===== config.mk =====
export PLATFORM = sky130hd
export DESIGN_NAME = uart_transmitter
export DESIGN_NICKNAME = d
export VERILOG_FILES = /design/src/rtl/uart_pkg.sv /design/src/rtl/uart_tick_gen.sv /design/src/rtl/uart_transmitter.sv
export SDC_FILE = /design/constraint.sdc
export NUM_CORES = 1
export LEC_CHECK = 0
export ABC_AREA = 1
export CORE_MARGIN = 4
export CORE_UTILIZATION = 30
export CTS_CLUSTER_DIAMETER = 60
export CTS_CLUSTER_SIZE = 40
export DETAILED_ROUTE_END_ITERATION = 6
export HOLD_SLACK_MARGIN = 0.03
export PLACE_DENSITY_LB_ADDON = 0.25
export RECOVER_POWER = 100
export SYNTH_ARGS = -nofsm -noshare
export SYNTH_HDL_FRONTEND = slang
export SYNTH_SLANG_ARGS = --single-unit

===== constraint.sdc =====
create_clock -name clk_in -period 4.04 [get_ports clk_in]
set_clock_uncertainty 0.05 [all_clocks]
set_input_delay 0.606 -clock clk_in [delete_from_list [all_inputs] [get_ports clk_in]]
set_output_delay 0.606 -clock clk_in [all_outputs]
set_load 0.1 [all_outputs]

===== src/rtl/uart_pkg.sv =====
// Constants and state encodings shared by the UART transmitter and receiver.
package uart_pkg;

    localparam logic [2:0] S_IDLE  = 3'd0;
    localparam logic [2:0] S_START = 3'd1;
    localparam logic [2:0] S_DATA  = 3'd2;
    localparam logic [2:0] S_STOP  = 3'd3;
    localparam logic [2:0] S_DONE  = 3'd4;

    localparam int   UART_OVERSAMPLE = 16;
    localparam int   UART_DATA_BITS  = 8;
    localparam logic UART_IDLE_LEVEL = 1'b1;

    // Counter width for a 0..n-1 range, never narrower than one bit.
    function automatic int cnt_width(input int n);
        return (n > 1) ? $clog2(n) : 1;
    endfunction

endpackage


===== src/rtl/uart_tick_gen.sv =====
// Clock-enable generator: one-cycle tick every CLK_DIV clocks, restartable via clr.
module uart_tick_gen
    import uart_pkg::*;
#(
    parameter int CLK_DIV = 27
) (
    input  logic clk_in,
    input  logic rst,
    input  logic clr,
    output logic tick
);

    localparam int                DIV_W   = cnt_width(CLK_DIV);
    localparam logic [DIV_W-1:0]  DIV_MAX = DIV_W'(CLK_DIV - 1);

    logic [DIV_W-1:0] div_cnt_reg;

    always_ff @(posedge clk_in) begin
        if (!rst || clr) begin
            div_cnt_reg <= '0;
        end else if (div_cnt_reg == DIV_MAX) begin
            div_cnt_reg <= '0;
        end else begin
            div_cnt_reg <= div_cnt_reg + 1'b1;
        end
    end

    // With CLK_DIV=1 the counter sits at zero and tick is permanently high.
    assign tick = (div_cnt_reg == DIV_MAX);

endmodule


===== src/rtl/uart_transmitter.sv =====
// 8N1 UART serializer with valid/ready host side and a registered serial output.
module uart_transmitter
    import uart_pkg::*;
#(
    parameter int CLK_DIV    = 27,
    parameter int OVERSAMPLE = UART_OVERSAMPLE,
    parameter int DATA_BITS  = UART_DATA_BITS
) (
    input  logic                 clk_in,
    input  logic                 rst,
    input  logic                 tx_valid,
    input  logic [DATA_BITS-1:0] tx_data,
    output logic                 tx_ready,
    output logic                 tx_busy,
    output logic                 tx_done,
    output logic                 tx_out
);

    localparam int              OS_W    = cnt_width(OVERSAMPLE);
    localparam int              IDX_W   = cnt_width(DATA_BITS);
    localparam logic [OS_W-1:0] OS_MAX  = OS_W'(OVERSAMPLE - 1);
    localparam logic [IDX_W-1:0] IDX_MAX = IDX_W'(DATA_BITS - 1);

    logic [2:0]           state_reg, state_next;
    logic [DATA_BITS-1:0] shift_reg, shift_next;
    logic [IDX_W-1:0]     idx_reg, idx_next;
    logic [OS_W-1:0]      os_cnt_reg, os_cnt_next;
    logic                 tx_out_reg, tx_ready_reg, tx_busy_reg, tx_done_reg;
    logic                 line_next;
    logic                 tick;
    logic                 accept;
    logic                 bit_end;

    assign accept  = tx_valid && tx_ready_reg;
    assign bit_end = tick && (os_cnt_reg == OS_MAX);

    uart_tick_gen #(
        .CLK_DIV (CLK_DIV)
    ) u_tick_gen (
        .clk_in (clk_in),
        .rst    (rst),
        .clr    (accept),
        .tick   (tick)
    );

    always_comb begin
        os_cnt_next = os_cnt_reg;
        if (accept) begin
            os_cnt_next = '0;
        end else if (tick) begin
            os_cnt_next = (os_cnt_reg == OS_MAX) ? '0 : os_cnt_reg + 1'b1;
        end
    end

    always_comb begin
        state_next = state_reg;
        shift_next = shift_reg;
        idx_next   = idx_reg;
        case (state_reg)
            S_IDLE: begin
                if (accept) begin
                    shift_next = tx_data;
                    idx_next   = '0;
                    state_next = S_START;
                end
            end
            S_START: begin
                if (bit_end) begin
                    state_next = S_DATA;
                end
            end
            S_DATA: begin
                if (bit_end) begin
                    shift_next = shift_reg >> 1;
                    if (idx_reg == IDX_MAX) begin
                        state_next = S_STOP;
                    end else begin
                        idx_next = idx_reg + 1'b1;
                    end
                end
            end
            S_STOP: begin
                if (bit_end) begin
                    state_next = S_DONE;
                end
            end
            S_DONE: begin
                state_next = S_IDLE;
            end
            default: begin
                state_next = S_IDLE;
            end
        endcase
    end

    // Outputs are decoded from the next state and registered with it, so
    // they change on the same edge as the state and never glitch.
    always_comb begin
        line_next = UART_IDLE_LEVEL;
        case (state_next)
            S_START: line_next = 1'b0;
            S_DATA:  line_next = shift_next[0];
            default: line_next = UART_IDLE_LEVEL;
        endcase
    end

    always_ff @(posedge clk_in) begin
        if (!rst) begin
            state_reg    <= S_IDLE;
            shift_reg    <= '0;
            idx_reg      <= '0;
            os_cnt_reg   <= '0;
            tx_out_reg   <= UART_IDLE_LEVEL;
            tx_ready_reg <= 1'b1;
            tx_busy_reg  <= 1'b0;
            tx_done_reg  <= 1'b0;
        end else begin
            state_reg    <= state_next;
            shift_reg    <= shift_next;
            idx_reg      <= idx_next;
            os_cnt_reg   <= os_cnt_next;
            tx_out_reg   <= line_next;
            tx_ready_reg <= (state_next == S_IDLE);
            tx_busy_reg  <= (state_next != S_IDLE);
            tx_done_reg  <= (state_next == S_DONE);
        end
    end

    assign tx_out   = tx_out_reg;
    assign tx_ready = tx_ready_reg;
    assign tx_busy  = tx_busy_reg;
    assign tx_done  = tx_done_reg;

endmodule


# After elaboration in Yosys (flattened, before gate mapping)
# Cells that the tools add are included.
[op_classes]
add_sub_neg = 3
muxes = 15
eq_ne = 12
bitwise_logic = 1
n_reduce_logical = 12
[ops]
columns = ["op", "count"]
rows = [
  ["two-way mux 3 bit", 8],
  ["two-way mux 8 bit", 2],
  ["case mux 8 bit (2 select lines)", 1],
  ["case mux 3 bit (4 select lines)", 1],
  ["== test 3 x 2 -> 1 bit, second input constant", 3],
  ["== test 3 x 1 -> 1 bit, second input constant", 2],
  ["== test 3 bit, second input constant", 2],
  ["zero test 3 bit", 2],
  ["case mux 3 bit (2 select lines)", 1],
  ["adder 5 x 1 -> 5 bit, second input constant", 1],
  ["== test 5 bit, second input constant", 1],
  ["adder 4 x 1 -> 4 bit, second input constant", 1],
  ["== test 4 bit, second input constant", 1],
  ["two-way mux 4 bit", 1],
  ["!= test 2 bit, second input constant", 2],
  ["AND reduction 4 bit", 1],
  ["OR reduction 2 bit", 2],
  ["adder 3 x 1 -> 3 bit, second input constant", 1],
  ["AND reduction 3 bit", 1],
  ["nonzero test 3 bit", 1],
  ["logical AND 1 bit", 2],
  ["!= test 2 x 1 -> 1 bit, second input constant", 1],
  ["case mux 1 bit (2 select lines)", 1],
  ["nonzero test 2 bit", 1],
  ["3 further kinds", 3],
]
[totals]
wordCells = 53
out_inout_bits = 4
regBits = 27

# Logic depth before layout (Yosys ltp)
# Gate-level depths: netlist of the first run.
[depth]
depth_word = 6
depth_mapped = 11
ltp_nobuf = 11

# By module
# A second synthesis of the first run with hierarchy kept.
[unflattened]
hier_cells = 179
area_unflattened_um2 = 1352.5
[modules_own_cells]
columns = ["mod", "cells_each", "n_inst", "seq_area_each_um2", "area_per_inst_um2"]
rows = [
  ["uart_transmitter", 146, 1, 440.4, 1099.8],
  ["uart_tick_gen", 33, 1, 100.1, 252.7],
]

# Worst setup path before layout of the first run
# OpenSTA, ideal clock, no wires.
[synth_timing]
path_type = "flip-flop to flip-flop"
from = "register tx_ready_reg, in the netlist tx_ready"
to = "register tx_out_reg, in the netlist tx_out"
t_arrival_ns = 1.664
path_stages_with_launch = 9
slack_ns = 2.213
t_required_ns = 3.877
synth_period_minus_slack_ns = 1.827
path_cell_list = "dfxtp_1 > nand2_1 > inv_1 > nand4_2 > buf_6 > nand3_1 > nand3_1 > nand2_1 > nand2_1"
[synth_via]
elab_chain_len = 5
elab_cells_between_ends = 8
[synth_lines]
columns = ["element", "line_no", "source"]
rows = [
  ["from (decl)", "uart_transmitter.sv:28", "logic tx_out_reg, tx_ready_reg, tx_busy_reg, tx_done_reg;"],
  ["from (signal assigned)", "uart_transmitter.sv:123", "tx_ready_reg <= (state_next == S_IDLE);"],
  ["logical AND 1 bit (*)", "uart_transmitter.sv:34", "assign accept = tx_valid && tx_ready_reg;"],
  ["two-way mux 3 bit", "uart_transmitter.sv:61", "if (accept) begin"],
  ["case mux 3 bit (4 select lines)", "uart_transmitter.sv:59", "case (state_reg)"],
  ["== test 3 x 2 -> 1 bit or == test 3 x 1 -> 1 bit (tied branches)", "uart_transmitter.sv:100", "case (state_next)"],
  ["case mux 1 bit (2 select lines) (*)", "uart_transmitter.sv:100", ""],
  ["to (signal assigned)", "uart_transmitter.sv:122", "tx_out_reg <= line_next;"],
  ["to (decl)", "uart_transmitter.sv:28", ""],
]
# Every way passes the cells marked *; elsewhere a longest branch is shown, timed or not. The select of a mux whose other input is x is not followed.
# A chain may end at the register's enable or synchronous reset.

# Worst setup path in the final report of the first run
[layout_timing]
from = "register tx_ready_reg, in the netlist tx_ready"
to = "output port tx_ready"
[layout_rtl]
columns = ["element", "line_no", "source"]
rows = [
  ["to (decl)", "uart_transmitter.sv:13", "output logic tx_ready,"],
]
# No word-level cell between the ends.

==> results by group, run 1 <==
Route
  – Post-route DRC: 0
  – DR pass1 iterations: 4
  – WL per Instance: approximately 9.6 um
  – Drt total wl: between 2 and 2.5 mm
  – 1st-iter DRT viols: 38
  – DR vias: around 1000
  – Detail Route Antenna Nets: 0
  – Drt via density: roughly 4.3

Critical path
  – R2r worst-path depth: 9
  – Crit-path max cell delay: between 1000 and 1500 ps
  – Crit. End Element: output pin
  – Kind of critical path: reg -> out
  – Worst R2R End: idx_reg[2]
  – Worst-path maximum fanout: 2
  – WP data required: roughly 3400 ps
  – Crit path DAT: about 1800 ps
  – Startpoint types: register
  – Crit path cell chain: dlygate4sd3_1
  – Slowest cell on the critical path: dlygate4sd3_1
  – RR Startpoint: u_tick_gen.div_cnt_reg[0]
  – Worst path bufs/invs: 1
  – R2r setup slk: 1890 ps
  – Top Family by Delay on Critical Path: buffers and inverters

Yosys
  – Synth cell types: 31
  – Yosys reg bits: 27
  – Syn Area/Cell: between 7 and 8 um2
  – Synth Instances: 175
  – Mapped cell area: roughly 0.0013 mm2
  – Syn Nets: ~190
  – Post-synthesis sequential area ratio: 41.4%
  – Warnings from Yosys: 0

Clock network
  – Clock H-tree levels: 1
  – Post-cts resize count: 0
  – CTS Sinks: 27
  – Clock Tree Buf Depth: 2
  – Clock buffer count from CTS: 3
  – Clock root buffer: clkbuf_8
  – CTS tree: done
  – Later-pin clock latency in the skew report: between 200 and 300 ps
  – # hold bufs at CTS: 0
  – Clock transition at path regs: around 80 ps
  – Post-CTS setup buffer count: 0

GRT
  – GRT Util Overall: about a tenth
  – Largest net degree at the start of global routing: 15
  – Grt ovf: 0
  – Initial antenna violation count: 0
  – First-pass GRT wire length: roughly 4.1 mm
  – Vias in the first global route: just under 1000

Status
  – Outcome: completed

Finish
  – Post-Layout Cell Count: approximately 240
  – Most frequent cells in the layout: inv_1, nand2_1, dfxtp_1
  – Antenna cells: 0
  – Fin nets: approximately 210
  – Most common cell after layout, fill and taps aside: inv_1
  – Final core area utilization: 36.5%
  – P&R area growth vs syn: 15.0%
  – Max FFs per register: 8
  – Layout cells sized above 1: under 10%

STA
  – Setup TNS: 0 ps
  – Max-slew violations: 0
  – RSZ-0062 raised after global routing: false
  – Final setup fails: 0
  – Final hold vios: 0
  – Slew headroom: between 30% and 40%
  – Fmax: just over 400 MHz
  – Min Tclk post-route: 2450 ps
  – Worst-margin pin slew: 984 ps
  – Ratio of final minimum period to clock period: about 61%

Floorplanning
  – Chip width: between 70 and 80 um
  – Row Count: 23
  – Die Y: about 74 um
  – Core Region: slightly above 0.004 mm2
  – Initial core utilization: 31.7%
  – IO Count: 15
  – Die area: between 0.005 and 0.006 mm2

Power
  – Pleak: between 0.6 and 0.7 nW
  – PwrDens: around 340 mW/mm2
  – Peak VDD IR: 0.122 mV

Placement
  – Port buffer count: 14
  – Placed insts: between 200 and 250
  – Gp weighted congestion: approximately 0.85
  – DP HPWL: between 1.5 and 2 mm

Run
  – Max Cap Viol: 0

Worst hold path
  – Hold Path Class: reg -> reg
  – Hold Crit Depth: 2
  – WHS Endpoint: os_cnt_reg[2]
  – Min-delay src: os_cnt_reg[2]
[tightest hold or removal path, delay by kind of cell, from the launching register on]
kind,cells,cell delay (ps)
DFF,1,330
buffers and inverters,1,50
AOI/OAI and AO/OA,1,50
[cells by family after synthesis]
family	share of synthesized area, %
compound gates	11.7
xor+xnor	1.34
flops	41.4
fa+ha+maj	4.79
simple gates	29.6
buf+inv	11.2
[report_power, final]
group	switching, W	internal (W)
clock	0.0000768	0.0000705
combinational	0.0000544	0.0000275
sequential	0.00000670	0.000279
total	0.000138	0.000377
[metrics by stage]
stage	setup slack (ps)	total power, W	hold slack [ps]	cell area [um2]
after global placement	1880	0.000378	399	1490
final	1590	0.000515	414	1500
after detailed placement	1850	0.000378	402	1490
after CTS	1640	0.000528	415	1540
after global routing	1540	0.000547	439	1500
after floorplan	2210	0.000355	380	1310
[cells in the mapped netlist, drive strengths merged]
library cell / count / area [um2]
xor2: 1 / 8.76
nand2b: 1 / 6.26
clkbuf: 1 / 3.75
dfxtp: 27 / 541
nor2: 28 / 131
clkinv: 1 / 3.75
and3: 1 / 6.26
o211ai: 1 / 7.51
or2: 1 / 6.26
nand4: 1 / 12.5
buf: 1 / 11.3
a21oi: 18 / 90.1
xnor2: 1 / 8.76
inv: 34 / 128
ha: 5 / 62.6
nand3: 10 / 67.6
o21ai: 8 / 47.6
a211oi: 1 / 7.51
nand2: 31 / 136
nor3: 3 / 20.0
[per-layer routing]
| layer | global-route usage [%] | part of all wire (%) |
|---|---|---|
| met5 | 0 | 0 |
| met4 | 5.43 | 2.6 |
| met3 | 1.22 | 3.0 |
| met2 | 15.6 | 43 |
| met1 | 12.4 | 52 |
[worst max path at each step]
| stage | start | end | slack, ps | cells after the start |
|---|---|---|---|---|
| after floorplan | tx_ready | tx_out | 2210 | 8 |
| after global placement | tx_valid | idx_reg[1] | 1880 | 8 |
| after detailed placement | rst | u_tick_gen.div_cnt_reg[2] | 1850 | 7 |
| after CTS | tx_ready | tx_ready | 1640 | 1 |
| after global routing | tx_ready | tx_ready | 1540 | 1 |
| final | tx_ready | tx_ready | 1590 | 1 |
[layout make-up]
type	count	area, um2
fillers	444	2610
repair buffers	14	140
clock buffers	4	45.0
multi-input cells	111	583
inverters	35	131
well taps	50	62.6
flip-flops and latches	27	541
Note: power is estimated with default switching activity, not from simulation.
==> run 2, diff against run 1 <==
==> constraint.sdc (replaced) <==
create_clock -name clk_in -period 1.97 [get_ports clk_in]
set_clock_uncertainty 0.05 [all_clocks]
set_input_delay 0.2955 -clock clk_in [delete_from_list [all_inputs] [get_ports clk_in]]
set_output_delay 0.2955 -clock clk_in [all_outputs]
set_load 0.1 [all_outputs]
==> results by group, run 2 (synthesis results as in run 1) <==
STA
  – Setup TNS: 0 ps (unchanged)
  – RSZ-0062 raised after global routing: false
  – Min Tclk post-route: between 1500 and 2000 ps
  – Final hold vios: 0 (unchanged)
  – Max-slew violations: 0 (unchanged)
  – Slew headroom: 63.8% (+30 points)
  – Final hold slack: 422 ps (+7.92 ps)
  – Worst-margin pin slew: 545 ps (-439 ps)
  – Fmax: 608 MHz
  – Ratio of final minimum period to clock period: between 80% and 90%
  – Final setup fails: 0 (unchanged)

GRT
  – GRT Util Overall: 10.1% (+0.43 points)
  – Initial antenna violation count: 0 (unchanged)
  – Vias in the first global route: 939 (-5.0%)
  – Largest net degree at the start of global routing: 17 (+2)
  – First-pass GRT wire length: 4.27 mm (+3.3%)
  – Grt ovf: 0 (unchanged)

Critical path
  – WP data required: 2070 ps (-1310 ps)
  – Worst R2R End: tx_busy
  – Worst-path maximum fanout: 7 (+5)
  – Crit path DAT: 1750 ps (-40 ps)
  – R2r worst-path depth: 9 (unchanged)
  – Startpoint types: register
  – R2r setup slk: 320 ps (-1570 ps)
  – Crit. End Element: register
  – RR Startpoint: u_tick_gen.div_cnt_reg[0]
  – Kind of critical path: reg -> reg

Status
  – Outcome: completed

Finish
  – Fin nets: 210 (+0.96%)
  – P&R area growth vs syn: 16.4%
  – Layout cells sized above 1: 13.0% (+4.6 points)
  – Post-Layout Cell Count: 243 (+0.83%)
  – Max FFs per register: 8 (unchanged)
  – Antenna cells: 0 (unchanged)
  – Most frequent cells in the layout: inv_1, nand2_1, dfxtp_1
  – Final non-filler cell area: 0.00152 mm2 (+1.2%)
  – Register Area: 541 um2 (unchanged)
  – # fillers: 448 (+0.90%)
  – Multi-input logic area: 602 um2 (+3.2%)

Floorplanning
  – Row Count: 23 (unchanged)
  – IO Count: 15 (unchanged)
  – Core Region: 0.00412 mm2 (unchanged)
  – Initial core utilization: 31.7% (unchanged)
  – Die area: 0.00547 mm2 (unchanged)
  – Chip width: 74.0 um (unchanged)
  – Die Y: 74.0 um (unchanged)

Clock network
  – Post-CTS setup buffer count: 0 (unchanged)
  – Clock H-tree levels: 1 (unchanged)
  – Clock root buffer: clkbuf_8
  – Post-cts resize count: 0 (unchanged)
  – Clock transition at path regs: 100 ps (+20 ps)
  – # hold bufs at CTS: 0 (unchanged)
  – CTS Sinks: 27 (unchanged)
  – Clock buffer count from CTS: 3 (unchanged)
  – CTS tree: done
  – Later-pin clock latency in the skew report: 270 ps (about the same)
  – Clock Tree Buf Depth: 2 (unchanged)

Route
  – Detail Route Antenna Nets: 0 (unchanged)
  – DR vias: 1049 (+0.38%)
  – Drt total wl: 2.42 mm (+4.6%)
  – Post-route DRC: 0 (unchanged)
  – DR pass1 iterations: 4 (unchanged)
  – Drt via density: 4.32 (-0.44%)
  – 1st-iter DRT viols: 52 (+37%)
  – WL per Instance: 9.94 um (+3.8%)

Worst hold path
  – Hold Path Class: reg -> reg
  – Min-delay src: shift_reg[1]
  – WHS Endpoint: shift_reg[1]
  – Hold Crit Depth: 2 (unchanged)

Placement
  – Placed insts: 239 (+0.84%)
  – Port buffer count: 14 (unchanged)
  – Gp weighted congestion: 0.810 (-4.3%)
  – Placed inst area: 0.00150 mm2 (+0.34%)
  – DP HPWL: 1.75 mm (+0.25%)

Power
  – Overall Power: 0.00108 W (+110%)
  – Peak VDD IR: 0.310 mV (+150%)
  – Pleak: 0.718 nW (+3.2%)
  – PwrDens: 707 mW/mm2 (+110%)

Run
  – Max Cap Viol: 0 (unchanged)
-- run 2: changes by cell type in the layout (fill, tap and decap cells not counted), moves of 2 or more --
cell / previous run / this run
nand2_4: 2 / 0
buf_4: 0 / 2
dlygate4sd3_1: 5 / 1
o21ai_2: 0 / 2
nand2_1: 27 / 30
clkbuf_2: 0 / 4
o21ai_0: 8 / 5
-- run 2: per-layer routing --
| layer | global-route usage, % | part of all wire, % | vias to the layer above |
|---|---|---|---|
| li1 | - | - | 579 |
| met1 | 14.0 | 50 | 450 |
| met4 | 4.23 | 1.9 | 0 |
| met3 | 3.11 | 4.2 | 4 |
| met2 | 14.5 | 43 | 16 |
| met5 | 0 | 0 | - |
-- run 2: how the worst max path moves through the flow --
stage                                         start         end  slack [ps]  cells after the start
after floorplan                            tx_ready      tx_out         140                      8
after global placement                     tx_valid  idx_reg[2]         200                      8
after detailed placement                   tx_valid  idx_reg[1]         180                      8
after CTS                 u_tick_gen.div_cnt_reg[0]     tx_busy         420                      9
after global routing      u_tick_gen.div_cnt_reg[0]     tx_busy         160                     10
final                     u_tick_gen.div_cnt_reg[0]     tx_busy         320                      9
-- run 2: worst max-delay path, cell delays in order, from the launching register on --
cell and delay (ps):
dfxtp_1 350, inv_1 60, ha_1 140, nand2_1 120, nor2_8 190, nand2_1 140, nand3_1 120, nand3_1 130
nand2_1 130, nand3_2 100
-- run 2: stage by stage --
stage,worst slack [ps],utilization (%)
2_1_floorplan,143,-
3_3_place_gp,201,36.4
3_5_place_dp,183,36.4
4_1_cts,419,37.6
5_1_grt,165,36.9
6_report,324,36.9
-- run 2: layout make-up --
| cell class | instances | share of cell area [%] |
|---|---|---|
| sequential | 27 | 35.6 |
| tap | 50 | 4.12 |
| inverter | 35 | 8.64 |
| multi-input combinational | 111 | 39.6 |
| clock inverter | 1 | 0.494 |
| clock buffer | 3 | 2.72 |
| timing repair buffer | 16 | 8.89 |
-- run 2: power by group --
| group | internal (W) | switching, W | leakage, nW |
|---|---|---|---|
| Combinational | 0.0000552 | 0.000112 | 0.476 |
| Sequential | 0.000573 | 0.0000146 | 0.220 |
| Clock | 0.000144 | 0.000177 | 0.0217 |
| Total | 0.000771 | 0.000304 | 0.718 |
==> run 3, diff against run 2 <==
==> constraint.sdc (replaced) <==
create_clock -name clk_in -period 1.7 [get_ports clk_in]
set_clock_uncertainty 0.05 [all_clocks]
set_input_delay 0.255 -clock clk_in [delete_from_list [all_inputs] [get_ports clk_in]]
set_output_delay 0.255 -clock clk_in [all_outputs]
set_load 0.1 [all_outputs]
==> results by group, run 3 (synthesis results as in run 1) <==
Clock network
  – Clock transition at path regs: 90 ps (about the same)
  – Clock H-tree levels: 1 (unchanged)
  – CTS Sinks: 27 (unchanged)
  – Clock root buffer: clkbuf_8
  – # hold bufs at CTS: 0 (unchanged)
  – Post-cts resize count: 0 (unchanged)
  – CTS tree: done
  – Post-CTS setup buffer count: 0 (unchanged)
  – Clock buffer count from CTS: 3 (unchanged)
  – Later-pin clock latency in the skew report: 270 ps (about the same)
  – Clock Tree Buf Depth: 2 (unchanged)

Critical path
  – Startpoint types: register
  – Crit. End Element: register
  – WP data required: 1800 ps (-270 ps)
  – Crit path DAT: 1620 ps (-130 ps)
  – Worst-path maximum fanout: 5 (-2)
  – Kind of critical path: reg -> reg

Floorplanning
  – IO Count: 15 (unchanged)
  – Die area: 0.00547 mm2 (unchanged)
  – Die Y: 74.0 um (unchanged)
  – Chip width: 74.0 um (unchanged)
  – Row Count: 23 (unchanged)
  – Initial core utilization: 31.7% (unchanged)
  – Core Region: 0.00412 mm2 (unchanged)

Power
  – PwrDens: 802 mW/mm2 (+13%)
  – Clock network fraction of total power: 28.8% (-1.0 points)
  – Pleak: 0.746 nW (+3.9%)
  – Logic pwr share: 16.5% (+0.9 points)
  – Overall Power: 0.00124 W (+16%)
  – Switching Share: 27.4% (-0.86 points)
  – Peak VDD IR: 0.333 mV (+7.6%)
  – Internal power: 0.000903 W (+17%)
  – Flop pwr share: 54.7% (about the same)
  – Switching power: 0.000341 W (+12%)

Status
  – Outcome: completed

Finish
  – Antenna cells: 0 (unchanged)
  – Fin nets: 212 (+0.95%)
  – Final non-filler cell area: 0.00155 mm2 (+2.0%)
  – Max FFs per register: 8 (unchanged)
  – Most frequent cells in the layout: inv_1, nand2_1, dfxtp_1
  – Most common cell after layout, fill and taps aside: inv_1
  – # fillers: 442 (-1.3%)
  – P&R area growth vs syn: 18.7%
  – Layout cells sized above 1: 15.9% (+2.9 points)

GRT
  – First-pass GRT wire length: 4.21 mm (-1.5%)
  – GRT met3 Usage: 2.16% (-0.95 points)
  – Vias in the first global route: 1000 (+6.5%)
  – Initial antenna violation count: 0 (unchanged)
  – GRT met2 Usage: 14.6% (+0.098 points)
  – GRT Util Overall: 9.71% (-0.37 points)
  – Met1 Use GR: 13.4% (-0.61 points)
  – Grt ovf: 0 (unchanged)
  – Most Crowded Layer GR: met2
  – Largest net degree at the start of global routing: 15 (-2)

Route
  – WL per Instance: 9.51 um (-4.3%)
  – Drt via density: 4.32 (+0.13%)
  – DR pass1 iterations: 4 (unchanged)
  – Post-route DRC: 0 (unchanged)
  – 1st-iter DRT viols: 41 (-21%)
  – DR vias: 1059 (+0.95%)
  – Drt total wl: 2.33 mm (-3.5%)
  – Detail Route Antenna Nets: 0 (unchanged)

STA
  – Final hold slack: 418 ps (-4.84 ps)
  – Min Tclk post-route: 1520 ps (-127 ps)
  – RSZ-0062 raised after global routing: false
  – Fmax: 658 MHz (+8.4%)
  – Final setup fails: 0 (unchanged)
  – Final hold vios: 0 (unchanged)
  – Setup TNS: 0 ps (unchanged)
  – Slew headroom: 64.1% (+0.30 points)
  – Ratio of final minimum period to clock period: 89.3% (+5.8 points)
  – Max-slew violations: 0 (unchanged)
  – Worst-margin pin slew: 540 ps (-4.50 ps)

Run
  – Max Cap Viol: 0 (unchanged)

Worst hold path
  – Hold Path Class: reg -> reg

Placement
  – Placed inst area: 0.00157 mm2 (+4.4%)
  – Gp weighted congestion: 0.807 (-0.31%)
  – DP HPWL: 1.77 mm (+0.78%)
  – Port buffer count: 14 (unchanged)
## run 3: area by class of cell
cell class	count	area [um2]	area share [%]
clock buffer	4	45.0	2.91
inverter	35	131	8.47
multi-input combinational	111	619	40.0
sequential	27	542	34.9
tap	50	62.6	4.04
timing repair buffer	18	150	9.69
## run 3: per-stage QoR
stage                     util [%]  worst slack, ps  instances
after floorplan                  -              187        175
after global routing          37.7             6.39        245
after detailed placement      38.0             60.8        241
after CTS                     39.1              166        245
after global placement        38.0             79.4        241
final                         37.7              181        245
## run 3: critical path, cell delays in order (launching register included)
cell and delay, ps:
dfxtp_1 380, ha_1 180, nand2_1 100, nor2_4 170, nand2_4 80, nand3_1 90
nand3_1 120, nand2_1 120, nand3_2 100
## run 3: final timing paths
path	cells past startpoint	start	slack, ps	endpoint
max	8	os_cnt_reg[0]	180	tx_busy
min reg2reg	2	os_cnt_reg[2]	420	os_cnt_reg[2]
min	2	os_cnt_reg[2]	420	os_cnt_reg[2]
max reg2reg	8	os_cnt_reg[0]	180	tx_busy
## run 3: layer usage
| metal | vias up | wire length (um) |
|---|---|---|
| met1 | 462 | 1250 |
| met4 | 0 | 0 |
| li1 | 585 | - |
| met3 | 0 | 83 |
| met5 | - | 0 |
| met2 | 12 | 1000 |
## run 3: power groups by stage
stage                     Combinational (W)  Sequential (W)  Clock [W]
after global placement             0.000229        0.000700          0
after global routing               0.000228        0.000685   0.000405
after CTS                          0.000230        0.000685   0.000376
after detailed placement           0.000229        0.000699          0
after floorplan                   0.0000996        0.000745          0
final                              0.000205        0.000681   0.000358
